$ cat src/rtl/ecc_apb_regfile.sv
// APB register file and command sequencer in front of the ECC core.
// Holds CTRL/DATA_IN/CODEWORD_WIDTH/NOISE and launches one core operation per CTRL write.
module ecc_apb_regfile #(
  parameter int DATA_WIDTH      = 32,
  parameter int AMBA_ADDR_WIDTH = 20,
  parameter int AMBA_WORD       = 32
) (
  input  logic                       clk,
  input  logic                       rst,
  input  logic [AMBA_ADDR_WIDTH-1:0] PADDR,
  input  logic [AMBA_WORD-1:0]       PWDATA,
  input  logic                       PENABLE,
  input  logic                       PSEL,
  input  logic                       PWRITE,
  output logic [AMBA_WORD-1:0]       PRDATA,
  input  logic                       operation_done,
  output logic                       start,
  output logic [1:0]                 ctrl_mode,
  output logic [AMBA_WORD-1:0]       data_in,
  output logic [1:0]                 cw_width,
  output logic [AMBA_WORD-1:0]       noise,
  output logic                       busy,
  output logic [1:0]                 state
);

  typedef enum logic [1:0] {
    IDLE  = 2'd0,
    START = 2'd1,
    BUSY  = 2'd2
  } state_t;

  localparam logic [31:0] DwVec = DATA_WIDTH;

  state_t state_q, state_d;

  logic       mapped;
  logic       wr_commit;
  logic       rd_setup;
  logic       ctrl_ok;
  logic [1:0] reg_sel;
  logic       unused_ok;

  // APB handshake: zero wait states, no PREADY. Setup phase is PSEL & !PENABLE,
  // access phase is PSEL & PENABLE; writes commit at the access edge, reads are
  // captured at the setup edge so PRDATA is valid through the access phase.
  assign reg_sel   = PADDR[3:2];
  assign mapped    = ~|PADDR[AMBA_ADDR_WIDTH-1:4];
  assign wr_commit = PSEL & PENABLE & PWRITE & mapped & (state_q == IDLE);
  assign rd_setup  = PSEL & ~PENABLE & ~PWRITE;
  assign ctrl_ok   = wr_commit & (reg_sel == 2'd0) & (PWDATA[1:0] != 2'd3);

  assign start     = (state_q == START);
  assign busy      = (state_q != IDLE);
  assign state     = state_q;
  assign unused_ok = ^{PADDR[1:0], DwVec[0]};

  always_comb begin
    state_d = state_q;
    case (state_q)
      IDLE:    if (ctrl_ok) state_d = START;
      START:   state_d = BUSY;
      BUSY:    if (operation_done) state_d = IDLE;
      default: state_d = IDLE;
    endcase
  end

  always_ff @(posedge clk) begin
    if (rst) begin
      state_q <= IDLE;
    end else begin
      state_q <= state_d;
    end
  end

  // Register writes; value 3 in the 2-bit fields is illegal and leaves the field as is.
  always_ff @(posedge clk) begin
    if (rst) begin
      ctrl_mode <= 2'd0;
      data_in   <= '0;
      cw_width  <= 2'd0;
      noise     <= '0;
    end else if (wr_commit) begin
      case (reg_sel)
        2'd0:    if (PWDATA[1:0] != 2'd3) ctrl_mode <= PWDATA[1:0];
        2'd1:    data_in <= PWDATA;
        2'd2:    if (PWDATA[1:0] != 2'd3) cw_width <= PWDATA[1:0];
        default: noise <= PWDATA;
      endcase
    end
  end

  always_ff @(posedge clk) begin
    if (rst) begin
      PRDATA <= '0;
    end else if (rd_setup) begin
      if (!mapped) begin
        PRDATA <= '0;
      end else begin
        case (reg_sel)
          2'd0:    PRDATA <= {{(AMBA_WORD-3){1'b0}}, busy, ctrl_mode};
          2'd1:    PRDATA <= data_in;
          2'd2:    PRDATA <= {{(AMBA_WORD-2){1'b0}}, cw_width};
          default: PRDATA <= noise;
        endcase
      end
    end
  end

endmodule

$ cat config.mk
export PLATFORM = sky130hd
export DESIGN_NAME = ecc_apb_regfile
export DESIGN_NICKNAME = d
export VERILOG_FILES = /design/src/rtl/ecc_apb_regfile.sv
export SDC_FILE = /design/constraint.sdc
export NUM_CORES = 1
export LEC_CHECK = 0
export CAP_MARGIN = 10
export CORE_UTILIZATION = 40
export DETAILED_ROUTE_END_ITERATION = 6
export GPL_ROUTABILITY_DRIVEN = 0
export HOLD_SLACK_MARGIN = 0.03
export PLACE_DENSITY_LB_ADDON = 0.08
export SYNTH_ARGS = -nofsm -noshare
export SYNTH_HDL_FRONTEND = slang
export SYNTH_SLANG_ARGS = --single-unit
$ cat constraint.sdc
create_clock -name clk -period 1.35 [get_ports clk]
set_input_delay 0.2025 -clock clk [delete_from_list [all_inputs] [get_ports clk]]
set_output_delay 0.2025 -clock clk [all_outputs]
set_load 0.01 [all_outputs]
==> flow_summary.toml <==
[outcome]
outcome = "finished, violations left"
failed_checks = "negative setup slack"

[global_route]
grt_max_degree = 71
grt_pass1_vias = 4370
overflow = 0
grt_first_pass_wirelength_um = 22390
grt-busiest-layer = "met2"
met1_usage_pct = 32.29
grt_use_met3_pct = 4.237
antenna_found_initial = 0
use_met2_pct = 41.84
grt_usage_pct = 25.04

[layout]
final_cell_mix = "dlygate4sd2_1, dfxtp_1, nand4_1"
final_area_um2 = 7015
syn2layout_area_growth_pct = 57.94
drive_above_1_share_pct = 23.54
final_common_cell = "dlygate4sd2_1"
fillers = 932
n_antenna_cell = 0
fin_nets = 721
instances_no_fill = 807

[clock_tree]
max-clock-path-buffers = 2
cts_tree = "done"
htree_levels = 3
root_buffer = "clkbuf_8"
numClockSinks = 102
clk-insertion-delay-late_ps = 370
clk_pin_slew_ps = 100
cts_buffers = 9

[timing]
worstMarginPinSlew_ps = 366.5
drv_slew = 0
fin_crit_ps = 1534
fin_skew_ps = 9.896
setup_ws_ps = -184.3
worst_hold_slack_ps = 424.1
setup_viol_count_final = 69
timing.fmax_mhz = 651.8
finalCritPeriodShare_pct = 113.7
setup_tns_ps = -8042
rsz0062_at_grt = "yes"
finalHoldViolCount = 0
slew-limit-headroom_pct = 75.46

[critical_path]
arrival_ps = 1780
rr_startpoint = "state[0]"
worstRegToRegCells = 6
end_kind = "flop"
cp.required_ps = 1590
worst_setup_path_start_kind = "flop"
cp_max_fo = 11
r2r_slack_ps = -180
r2r-end = "noise[1]"
path_class = "flop to flop"

[pwr]
p_sw_share_pct = 22.49
power_switching_w = 0.001299
peakVddDrop_mv = 0.6514
p_leak_nw = 2.943
p_int_w = 0.004478
clockPowerShare_pct = 40.0
power_frac_seq_pct = 52.0
powerDensity_nw_per_um2 = 823.4
combinationalPowerShare_pct = 8.0

[yosys]
ys_ff_latch = 102
ys_seq_area_share_pct = 45.97
postSynthAreaPerCell_um2 = 9.158
synth_cells = 485
yosysWarnings = 0
yosysUniqueCellTypes = 30
netlist_area_um2 = 4442
synth_nets = 543

[placement]
dpl-instance-area_um2 = 6265
pre_cts_slack_ps = -594.9
placed_cells = 767
dp_hpwl_um = 9029
port_buffers = 159

[route]
viasPerCell = 5.766
post_drt_wl_per_cell_um = 19.58
dr.pass1.iters = 5
routed_wl_um = 15800
postRouteAntennaNets = 0
vias = 4653
drc = 0
initialDrtViolationCount = 312

[floorplanning]
dieWidth_um = 107.4
die_h_um = 107.4
core_um2 = 10840
start_util_pct = 40.97
dieArea_um2 = 11530
num_io_pins = 162
std_cell_rows = 38

[min_path]
worstHoldStart = "PWDATA[5]"
hold_path_end = "data_in[5]"
min_path_type = "input port to flop"
hold_depth = 3

[run]
cap_violations = 0
## power by group through the flow
stage / Sequential [W] / Clock (W) / Combinational [W]
final: 0.00301 / 0.00231 / 0.000461
after CTS: 0.00301 / 0.00231 / 0.000439
after floorplan: 0.00308 / 0 / 0.000155
after global placement: 0.00308 / 0 / 0.000420
after detailed placement: 0.00308 / 0 / 0.000423
after global routing: 0.00301 / 0.00245 / 0.000480
## Yosys cell counts
master	number	area (um^2)
or2_2	1	6.260
mux2i_1	30	300.3
mux4_2	2	45.04
nand3_2	1	10.01
buf_4	1	7.510
and4bb_1	1	12.51
o21ai_0	88	440.4
buf_12	7	140.1
and2_2	1	7.510
nor4_1	1	6.260
nand4_1	72	450.4
buf_1	1	3.750
nor2b_1	2	12.51
nor4_4	1	21.27
nand3_1	2	10.01
nor4b_2	1	15.01
buf_2	15	75.07
and2_1	3	18.77
and2_4	1	8.760
and3_1	1	6.260
a21oi_1	71	355.3
a32o_1	3	30.03
buf_6	6	67.56
dfxtp_1	102	2042
nor2_1	3	11.26
nor4_2	3	37.54
and4_2	1	10.01
nand2_1	29	108.9
clkbuf_1	25	93.84
o21ai_2	10	87.58
## worst max-delay path by stage
stage	slack [ps]	startpoint	to	cells after the start
final	-180	state[0]	noise[1]	6
after global routing	-220	state[0]	noise[1]	6
after CTS	-110	state[1]	noise[12]	5
after detailed placement	-590	PADDR[5]	PRDATA[5]	6
after global placement	-540	PADDR[5]	PRDATA[5]	6
after floorplan	-10	state[0]	noise[14]	5
## cells by family after synthesis
group                  after synthesis  synth area share [%]
AO/OA/AOI/OAI                      172                 20.56
AND/OR/NAND/NOR                    124                 16.96
flip-flops                         102                 45.97
buffers and inverters               55                 8.732
multiplexers                        32                 7.775
## per-stage QoR
stage,total power [W],utilization [%]
after CTS,0.005760,61.23
after detailed placement,0.003499,57.79
after global routing,0.005941,64.72
after global placement,0.003497,57.79
after floorplan,0.003231,-
final,0.005777,64.72
## final cells by class
| class | instances | area (um^2) | share of cell area [%] |
|---|---|---|---|
| clock buffers | 10 | 127.6 | 1.819 |
| clock inverters | 5 | 106.4 | 1.516 |
| multi-input cells | 328 | 2235 | 31.85 |
| flip-flops and latches | 102 | 2048 | 29.20 |
| well taps | 140 | 175.2 | 2.497 |
| repair buffers | 222 | 2323 | 33.12 |
## worst max-delay path, cell delays in order (launching register included)
cell and delay, ps:
dfxtp_2 330, and4bb_4 370, nand4_1 140, buf_6 180
buf_8 160, o21ai_1 140, a21oi_1 80
## sequential cells by signal, indices dropped and copies added (netlist names)
signal	cells
state	2
data_in	32
ctrl_mode	2
PRDATA	32
noise	32
cw_width	2
## routing by layer
metal,wire length [um],up-vias
met5,0,-
met2,7613,218
met4,233,0
met1,6760,2247
li1,-,2170
met3,1194,18
## timing repair
action	4_1_cts	5_1_grt
hold buffers	0	0
pin swaps	28	35
setup endpoints to repair	202	87
resized for setup	166	122
cloned	5	8
setup buffers	9	4
No activity file was read; power rests on OpenSTA's default activity.
